### src/rtl/reg_writeback_queue.sv
// Register file write-back queue: buffers write requests in a FIFO, drains
// one per granted cycle to the write port, and flags pending-write hazards.
// Ports: clk, reset (async, high); In_valid/In_ready/In_dest/ALU_result/
//   Mem_data/MemtoReg (request side); Port_grant, RegWrite, Write_register,
//   Write_data (register file side); Read_register1/2 -> Hazard1/2; Count.
module reg_writeback_queue #(
  parameter int DEPTH  = 4,
  parameter int DATA_W = 32,
  parameter int ADDR_W = 5,
  localparam int PW    = $clog2(DEPTH),
  localparam int CW    = $clog2(DEPTH) + 1
) (
  input  logic              clk,
  input  logic              reset,
  input  logic              In_valid,
  output logic              In_ready,
  input  logic [ADDR_W-1:0] In_dest,
  input  logic [DATA_W-1:0] ALU_result,
  input  logic [DATA_W-1:0] Mem_data,
  input  logic              MemtoReg,
  input  logic              Port_grant,
  output logic              RegWrite,
  output logic [ADDR_W-1:0] Write_register,
  output logic [DATA_W-1:0] Write_data,
  input  logic [ADDR_W-1:0] Read_register1,
  input  logic [ADDR_W-1:0] Read_register2,
  output logic              Hazard1,
  output logic              Hazard2,
  output logic [CW-1:0]     Count
);

  logic [ADDR_W-1:0] dest_q [DEPTH];
  logic [ADDR_W-1:0] dest_d [DEPTH];
  logic [DATA_W-1:0] data_q [DEPTH];
  logic [DATA_W-1:0] data_d [DEPTH];
  logic [PW-1:0]     wr_ptr_q, wr_ptr_d;
  logic [PW-1:0]     rd_ptr_q, rd_ptr_d;
  logic [CW-1:0]     count_q, count_d;
  logic              regwrite_q, regwrite_d;
  logic [ADDR_W-1:0] wreg_q, wreg_d;
  logic [DATA_W-1:0] wdata_q, wdata_d;

  logic push, store, pop;
  logic [DEPTH-1:0] live;
  logic match1, match2;

  assign In_ready = (count_q < CW'(DEPTH));
  assign push     = In_valid && In_ready;
  // r0 writes complete the handshake but are never stored
  assign store    = push && (In_dest != '0);
  assign pop      = Port_grant && (count_q != '0);

  always_comb begin
    dest_d   = dest_q;
    data_d   = data_q;
    wr_ptr_d = wr_ptr_q;
    rd_ptr_d = rd_ptr_q;
    count_d  = count_q + CW'(store) - CW'(pop);
    regwrite_d = pop;
    wreg_d   = wreg_q;
    wdata_d  = wdata_q;
    if (store) begin
      dest_d[wr_ptr_q] = In_dest;
      data_d[wr_ptr_q] = MemtoReg ? Mem_data : ALU_result;
      wr_ptr_d = wr_ptr_q + PW'(1);
    end
    if (pop) begin
      wreg_d   = dest_q[rd_ptr_q];
      wdata_d  = data_q[rd_ptr_q];
      rd_ptr_d = rd_ptr_q + PW'(1);
    end
  end

  // An entry is live when its distance from the read pointer is below Count
  always_comb begin
    live   = '0;
    match1 = 1'b0;
    match2 = 1'b0;
    for (int i = 0; i < DEPTH; i++) begin
      live[i] = CW'(PW'(i) - rd_ptr_q) < count_q;
      if (live[i] && dest_q[i] == Read_register1) match1 = 1'b1;
      if (live[i] && dest_q[i] == Read_register2) match2 = 1'b1;
    end
    if (regwrite_q && wreg_q == Read_register1) match1 = 1'b1;
    if (regwrite_q && wreg_q == Read_register2) match2 = 1'b1;
  end

  assign Hazard1 = (Read_register1 != '0) && match1;
  assign Hazard2 = (Read_register2 != '0) && match2;

  always_ff @(posedge clk or posedge reset) begin
    if (reset) begin
      for (int i = 0; i < DEPTH; i++) begin
        dest_q[i] <= '0;
        data_q[i] <= '0;
      end
      wr_ptr_q   <= '0;
      rd_ptr_q   <= '0;
      count_q    <= '0;
      regwrite_q <= 1'b0;
      wreg_q     <= '0;
      wdata_q    <= '0;
    end else begin
      dest_q     <= dest_d;
      data_q     <= data_d;
      wr_ptr_q   <= wr_ptr_d;
      rd_ptr_q   <= rd_ptr_d;
      count_q    <= count_d;
      regwrite_q <= regwrite_d;
      wreg_q     <= wreg_d;
      wdata_q    <= wdata_d;
    end
  end

  assign RegWrite       = regwrite_q;
  assign Write_register = wreg_q;
  assign Write_data     = wdata_q;
  assign Count          = count_q;

endmodule

### config.mk
export PLATFORM = sky130hd
export DESIGN_NAME = reg_writeback_queue
export DESIGN_NICKNAME = d
export VERILOG_FILES = /design/src/rtl/reg_writeback_queue.sv
export SDC_FILE = /design/constraint.sdc
export NUM_CORES = 1
export LEC_CHECK = 0
export CAP_MARGIN = 20
export CELL_PAD_IN_SITES_DETAIL_PLACEMENT = 0
export CELL_PAD_IN_SITES_GLOBAL_PLACEMENT = 1
export CORE_MARGIN = 2
export CORE_UTILIZATION = 30
export DETAILED_ROUTE_END_ITERATION = 6
export GPL_TIMING_DRIVEN = 0
export PLACE_DENSITY_LB_ADDON = 0.12
export SYNTH_ARGS = -nofsm -noshare
export SYNTH_HDL_FRONTEND = slang
export SYNTH_SLANG_ARGS = --single-unit
### constraint.sdc
create_clock -name clk -period 6.71 [get_ports clk]
set_clock_uncertainty 0.15 [all_clocks]
set_input_delay 1.342 -clock clk [delete_from_list [all_inputs] [get_ports clk]]
set_output_delay 1.342 -clock clk [all_outputs]
set_load 0.05 [all_outputs]
# Yosys cells after proc, flatten, opt, wreduce, memory -nomap -nowiden
# Cells that the tools add are included.
dict set report totals {
  word_cells 85
  regBits 193
  input_bits 84
  output_inout_bits 44
}
dict set report op_classes {
  bitwise 2
  magnitude_cmp 8
  eq_ne 10
  n_mux 23
  n_addsub 8
  n_reduce_logical 20
}
# cell count
set ops {}
lappend ops {{128-bit bitwise mux} 1}
lappend ops {{32-bit 2-to-1 mux} 4}
lappend ops {{32-bit binary-select mux with 2-bit select} 1}
lappend ops {{32-bit demux with 2-bit select} 1}
lappend ops {{5-bit == test} 10}
lappend ops {{20-bit bitwise mux} 1}
lappend ops {{1-bit logical AND} 16}
lappend ops {{5-bit 2-to-1 mux} 3}
lappend ops {{5-bit nonzero test} 3}
lappend ops {{3-bit less-than comparator} 4}
lappend ops {{5-bit binary-select mux with 2-bit select} 1}
lappend ops {{5-bit demux with 2-bit select} 1}
lappend ops {{1-bit 2-to-1 mux} 10}
lappend ops {{3-bit greater-or-equal comparator, second input constant} 2}
lappend ops {{2-bit NOT with 3-bit output} 2}
lappend ops {{1-bit by 2-bit subtractor with 3-bit output, first input constant} 2}
lappend ops {{2-bit by 2-bit subtractor with 3-bit output, first input constant} 2}
lappend ops {{2-bit by 1-bit adder with 2-bit output, second input constant} 2}
lappend ops {{3-bit by 1-bit adder with 3-bit output} 1}
lappend ops {{3-bit by 1-bit less-than comparator with 1-bit output, second input constant} 1}
lappend ops {{3-bit less-than comparator, second input constant} 1}
lappend ops {{3-bit nonzero test} 1}
lappend ops {{3-bit by 1-bit subtractor with 3-bit output} 1}

# Depth between registers and ports, before layout
# Gate-level depths: netlist of the first run.
dict set report logic_depth {
  word_depth 9
  mapped_depth 11
  mapped_depth_nobuf 10
}

# Worst setup path after synthesis of the first run
# OpenSTA, ideal clock, no wires.
dict set report synth_timing {
  path_type {reg-to-output}
  start {reg rd_ptr_q[1]}
  end {out Hazard1}
  path_buffers 2
  path_slack_ps 2093
  required_time_ps 5218
  stages_incl_launch_ff 12
  t_arrival_ps 3125
  cell_sequence {dfrtp_1 > clkbuf_1 > buf_2 > inv_1 > ha_1 > inv_1 > ha_1 > a21o_1 > a31o_2 > nor4_1 > a311oi_1 > a31oi_1}
}
dict set report synth_between {
  elab_chain_cells 9
  elab_cells_between_ends 18
  cone_classes {add/sub (4); order compare (4); mux (5); reduce/logical (5)}
}
# item line
set synth_rtl {}
lappend synth_rtl {{start, declared} 37} ;# logic [PW-1:0] rd_ptr_q, rd_ptr_d;
lappend synth_rtl {{start signal, assigned} 107} ;# rd_ptr_q <= rd_ptr_d;
lappend synth_rtl {{1-bit by 2-bit subtractor with 3-bit output} 80} ;# live[i] = CW'(PW'(i) - rd_ptr_q) < count_q;
lappend synth_rtl {{3-bit less-than comparator} 80}
lappend synth_rtl {{1-bit logical AND} 81} ;# if (live[i] && dest_q[i] == Read_register1) match1 = 1'b1;
lappend synth_rtl {{1-bit 2-to-1 mux (3 in series)} 81}
lappend synth_rtl {{1-bit 2-to-1 mux *} 81}
lappend synth_rtl {{1-bit 2-to-1 mux *} 84} ;# if (regwrite_q && wreg_q == Read_register1) match1 = 1'b1;
lappend synth_rtl {{1-bit logical AND *} 88} ;# assign Hazard1 = (Read_register1 != '0) && match1;
lappend synth_rtl {{end, declared} 27} ;# output logic Hazard1,
# Mark *: on every way between the ends. The rest lies on a longest branch, timed or not.

# Worst setup path after layout of the first run
dict set report layout_timing {
  start {reg rd_ptr_q[1]}
  end {out Hazard2}
}
dict set report layout_between {
  elab_chain_cells 9
  elab_cells_between_ends 18
  cone_classes {add/sub (4); order compare (4); mux (5); reduce/logical (5)}
}
# item line
set layout_rtl {}
lappend layout_rtl {{1-bit by 2-bit subtractor with 3-bit output} 80}
lappend layout_rtl {{3-bit less-than comparator} 80}
lappend layout_rtl {{1-bit logical AND} 82} ;# if (live[i] && dest_q[i] == Read_register2) match2 = 1'b1;
lappend layout_rtl {{1-bit 2-to-1 mux (3 in series)} 82}
lappend layout_rtl {{1-bit 2-to-1 mux *} 82}
lappend layout_rtl {{1-bit 2-to-1 mux *} 85} ;# if (regwrite_q && wreg_q == Read_register2) match2 = 1'b1;
lappend layout_rtl {{1-bit logical AND *} 89} ;# assign Hazard2 = (Read_register2 != '0) && match2;
lappend layout_rtl {{end, declared} 28} ;# output logic Hazard2,
# Marked as above.

==> flow_summary.toml, run 1 <==
[setup_path]
cp-startpoint = "rd_ptr_q[1]"
cp.depth = 12
r2r_setup_slack_ns = 3.25
reg2reg_to = "Count[2]"
crit_chain = "clkbuf_1 > buf_2 > inv_1 > ha_1 > inv_1 > ha_1 > a21o_1 > a31o_2 > nor4_1 > a311oi_1 > a31oi_1 > clkdlybuf4s50_1"
critical_path.slowest_cell = "clkdlybuf4s50_1"
arrival_ns = 4.62
endpoint = "Hazard2"
r2r-start = "Count[1]"
start_kind = "flop"
r2r_cells = 10
cp_top_family = "buffers and inverters"
required_ns = 5.22
path_buf_inv = 5
crit_type = "flop to primary output"
crit_fanout = 10
max_stage_delay_ns = 0.83
endpoint_kind = "primary output"

[clock_network]
h-tree-depth = 4
cts_buffer_depth = 2
cts_setup_buffers = 0
hold_buffers = 0
cts_tree = "yes"
clock_latency_ns = 0.44
root_buffer = "clkbuf_16"
cts-resized-gates = 0
cts_buffers = 17
clk_pin_slew_ns = 0.07
clkSinkCount = 193

[outcome]
status = "complete, no violations"

[synth]
synth_largest_area_cell = "dfrtp_1"
yosysWarnings = 0
ys.flop_type = "dfrtp_1"
synth_area_um2 = 9100
ys_seq_elements = 193
avgSynthCellArea_um2 = 11.94
ys_types = 35
yosys.cell_count.top_type = "dfrtp_1"
mappedNetlistNets = 862
ys_top_cells_by_area = "dfrtp_1 53%, mux4_2 9.2%, o21ai_0 6.2%"
seq_area_frac_synth = 0.5307
ys_top_cells_by_count = "193 x dfrtp_1, 130 x nand2_1, 113 x o21ai_0"
async_flop_share = 1.000
synth_edf_count = 0
synth_top_cell_area_share = 0.5307
syn_inst = 762

[grt]
track_usage = 0.1660
grt_pass1_wl_mm = 39.29
antenna_found_initial = 0
grt_pass1_vias = 6620
grt_start_max_net_pins = 38
grt.overflow.total = 0

[floorplanning]
dieWidth_um = 178.2
die_h_um = 178.2
coreArea_um2 = 29720
io-pin-count = 128
initial_core_util = 0.3062
dieArea_um2 = 31740
core.rowCount = 63

[timing]
worst_slew_pin_slew_ns = 1.004
relSlewSlack = 0.3247
drv_slew = 0
period_needed_ns = 6.107
clock.fmax_ghz = 0.1637
hold_viol = 0
tns_ns = 0
rsz0062_at_grt = "false"
setup_viol = 0
post-route-period-util = 0.9102

[layout]
diodes = 0
multiInputGateArea_um2 = 3905
nets = 1003
seq_area_um2 = 4830
fin_area_um2 = 11470
drive_above_1_share = 0.1758
fillCellCount = 2950
syn2layout_area_growth_pct = 26.10

[hold_path]
min_path_cells = 2
min_path_type = "flop to flop"

[detailed_routing]
drt-total-wl_mm = 24.88
drc = 0
drt-initial-drc-count = 314
dr.pass1.iters = 4
viasPerCell = 4.790
drtAntennaViolNets = 0
wl_per_cell_um = 19.05
num_vias = 6256

[flow_run]
cap_violations = 0

[power_and_ir_drop]
power_density_nw_per_um2 = 483.4
cellLeakagePower_nw = 5.047
vdd_drop_max_uv = 202.6

[place]
routabilityCongestion = 0.8187
post_dp_cell_area_um2 = 10870
portBuffers = 116
hpwlAfterDp_mm = 17.49
-- registers in the layout, summed over array words and instances, names as in the netlist --
name,flops
rd_ptr_q,2
Write_data,32
Count,3
RegWrite,1
wr_ptr_q,2
dest_q,20
Write_register,5
data_q,128
-- worst reg2reg max path: cells and delay by family (launching register included) --
| kind | cells | cell delay, ns |
|---|---|---|
| flops | 1 | 0.45 |
| buf+inv | 4 | 0.82 |
| fa+ha+maj | 3 | 0.80 |
| xor+xnor | 2 | 0.28 |
| compound gates | 1 | 0.86 |
-- layout make-up --
type / instances / share of cell area
multi-input cells: 499 / 0.3403
flip-flops and latches: 193 / 0.4209
repair buffers: 122 / 0.1112
well taps: 390 / 0.04253
clock buffers: 18 / 0.03827
plain buffers: 56 / 0.02726
inverters: 14 / 0.004907
clock inverters: 14 / 0.01461
-- routing by layer --
metal	GRT usage	wire length, um	up-vias
met1	0.2412	12190	3177
met5	0	0	-
met2	0.2603	11420	134
li1	-	-	2931
met3	0.02941	1062	14
met4	0.03313	201	0
-- cells in the final DEF, fill, tap and decap left out, types with 3 or more instances in the layout --
master / Yosys / layout
nor2_1: 3 / 3
inv_1: 14 / 13
buf_6: 9 / 9
ha_1: 15 / 15
mux2_1: 14 / 14
clkbuf_1: 19 / 19
xnor2_1: 26 / 26
inv_6: 0 / 3
clkbuf_16: 0 / 17
clkinv_4: 0 / 3
buf_12: 0 / 5
nand2_1: 130 / 130
xor2_1: 28 / 28
mux2i_1: 32 / 32
mux4_2: 37 / 37
o21ai_0: 113 / 113
nor4_1: 6 / 6
clkdlybuf4s50_1: 0 / 116
dfrtp_1: 193 / 193
nor3_1: 4 / 4
nand3_1: 4 / 4
o21ai_1: 17 / 17
nand4_1: 4 / 4
mux2_2: 43 / 43
buf_2: 26 / 26
nand2_4: 4 / 4
inv_8: 0 / 4
-- how the worst min path moves through the flow --
stage	startpoint	endpoint	slack, ns
3_3_place_gp	data_q[33]	data_q[33]	0.31
4_1_cts	data_q[48]	data_q[48]	0.33
3_5_place_dp	data_q[48]	data_q[48]	0.32
2_1_floorplan	data_q[32]	data_q[32]	0.29
5_1_grt	data_q[38]	data_q[38]	0.36
6_report	data_q[48]	data_q[48]	0.33
-- power breakdown --
group / total (W) / switching [W] / internal, W
Sequential: 0.00205 / 0.000349 / 0.00170
Clock: 0.00106 / 0.000513 / 0.000545
Combinational: 0.00244 / 0.00133 / 0.00112
-- cell families (layout without fill, tap and decap cells) --
| logic type | Yosys count | after routing | synth area share |
|---|---|---|---|
| muxes | 126 | 126 | 0.1973 |
| DFF | 193 | 193 | 0.5307 |
| buffers and inverters | 70 | 224 | 0.04015 |
| adders and majority gates | 16 | 16 | 0.02282 |
| and+or+nand+nor | 159 | 159 | 0.07411 |
| xor gates and xnor gates | 54 | 54 | 0.05197 |
| AOI/OAI and AO/OA | 144 | 144 | 0.08291 |
-- metrics by stage --
stage               worst slack, ns  hold slack [ns]  total power [W]  cells  utilization
finish                       0.6027           0.3259         0.005547   1306       0.3861
global route                 0.2752           0.3570         0.005959   1306       0.3861
global placement             0.8954           0.3075         0.004523   1268       0.3618
floorplan                     2.093           0.2933         0.003768    762            -
CTS                          0.4863           0.3327         0.005640   1306       0.3861
detailed placement           0.9972           0.3154         0.004571   1274       0.3657
(Power assumes the default switching activity.)
==> run 2: changes to the inputs <==
Settings changed: CORE_UTILIZATION 30 to 40.
==> flow_summary.toml, run 2 (synthesis results as in run 1) <==
[place]
hpwlAfterDp_mm = 16.91
post_dp_cell_area_um2 = 10720
dp.cells = 1168
portBuffers = 116
routabilityCongestion = 0.8566

[grt]
grt_start_max_net_pins = 42
track_usage = 0.2096
grt.overflow.total = 0
grt_pass1_vias = 6929
grt_pass1_wl_mm = 38.18
gr-usage-met1 = 0.2801
grt-busiest-layer = "met2"
antenna_found_initial = 0
use_met2 = 0.3557
use_met3 = 0.04175

[floorplanning]
coreArea_um2 = 22500
dieWidth_um = 154.8
core.rowCount = 55
io-pin-count = 128
dieArea_um2 = 23970
die_h_um = 154.8
initial_core_util = 0.4044

[layout]
mostFrequentLayoutCells = "193 x dfrtp_1, 130 x nand2_1, 116 x clkdlybuf4s50_1"
seq_area_um2 = 4830
multiInputGateArea_um2 = 3905
regMostFlops = "data_q"
final_common_cell = "dfrtp_1"
fillCellCount = 1999
instances_no_fill = 1201
diodes = 0
fin_util = 0.5025
fin_area_um2 = 11310
syn2layout_area_growth_pct = 24.25
drive_above_1_share = 0.1758
largest_register_ffs = 128
nets = 1003

[setup_path]
r2r_cells = 10
max_stage_delay_ns = 0.82
critical_path.slowest_cell = "clkdlybuf4s50_1"
cp-startpoint = "rd_ptr_q[1]"
crit_type = "flop to primary output"
required_ns = 5.22
crit_chain = "clkbuf_1 > buf_2 > inv_1 > ha_1 > inv_1 > ha_1 > a21o_1 > a31o_2 > nor4_1 > a311oi_1 > a31oi_1 > clkdlybuf4s50_1"
path_buf_inv = 5
cp_top_family = "buffers and inverters"
reg2reg_to = "Count[2]"
endpoint_kind = "primary output"
r2r-start = "Count[1]"
r2r_setup_slack_ns = 3.28
start_kind = "flop"
arrival_ns = 4.63
crit_fanout = 10

[clock_network]
hold_buffers = 0
cts_tree = "yes"
cts-resized-gates = 0
cts_setup_buffers = 0
clkSinkCount = 193
cts_buffers = 17
clk_pin_slew_ns = 0.07
clock_latency_ns = 0.44
cts_buffer_depth = 2
root_buffer = "clkbuf_16"
h-tree-depth = 4

[outcome]
status = "complete, no violations"

[timing]
clock.fmax_ghz = 0.1634
worst_slew_pin_slew_ns = 1.023
hold_viol = 0
tns_ns = 0
setup_viol = 0
drv_slew = 0
rsz0062_at_grt = "false"
post-route-period-util = 0.9122
period_needed_ns = 6.121
relSlewSlack = 0.3119

[detailed_routing]
drt-initial-drc-count = 317
drt-total-wl_mm = 23.69
dr.pass1.iters = 5
viasPerCell = 5.393
num_vias = 6477
drtAntennaViolNets = 0
drc = 0
wl_per_cell_um = 19.73

[power_and_ir_drop]
vdd_drop_max_uv = 223.2
power_w = 0.005496
power_density_nw_per_um2 = 486.1
cellLeakagePower_nw = 5.023

[flow_run]
cap_violations = 0

[hold_path]
hp-start = "data_q[43]"
min_path_type = "flop to flop"
min_to = "data_q[43]"
min_path_cells = 2
## run 2: routing by layer
metal | share of wire | up-vias
met5 | 0 | -
met4 | 0.012 | 0
met3 | 0.044 | 22
met2 | 0.50 | 152
met1 | 0.44 | 3360
li1 | - | 2943
## run 2: per-stage QoR
step	worst slack, ns	hold WS [ns]
2_1_floorplan	2.093	0.2933
3_3_place_gp	1.115	0.3055
3_5_place_dp	1.103	0.3157
4_1_cts	0.5972	0.3324
5_1_grt	0.3941	0.3490
6_report	0.5893	0.3267
## run 2: how the worst max path moves through the flow
stage | end | slack (ns) | depth (start not counted)
after floorplan | Hazard1 | 2.09 | 11
after global placement | Hazard2 | 1.12 | 12
after detailed placement | Hazard1 | 1.10 | 12
after CTS | Hazard2 | 0.60 | 12
after global routing | Hazard1 | 0.39 | 12
final | Hazard1 | 0.59 | 12
## run 2: power breakdown
| group | switching [W] | total (W) | internal (W) |
|---|---|---|---|
| clock network | 0.000494 | 0.000986 | 0.000492 |
| registers | 0.000367 | 0.00206 | 0.00170 |
| logic | 0.00133 | 0.00245 | 0.00112 |
| total | 0.00219 | 0.00550 | 0.00331 |
## run 2: area by class of cell
cell class              instances  share of cell area
repair buffers                122              0.1125
well taps                     285             0.03154
clock inverters                15             0.01317
flip-flops and latches        193              0.4271
multi-input cells             499              0.3454
clock buffers                  17             0.03762
inverters                      14            0.004980
plain buffers                  56             0.02766
## run 2: worst reg2reg max path, stage by stage (launching register included)
cell and delay (ns):
dfrtp_1 0.46, o31ai_1 0.88, clkbuf_1 0.55, inv_1 0.13, ha_1 0.29, inv_1 0.05
ha_1 0.12, inv_1 0.04, fa_1 0.37, xnor2_1 0.18, xnor2_1 0.14
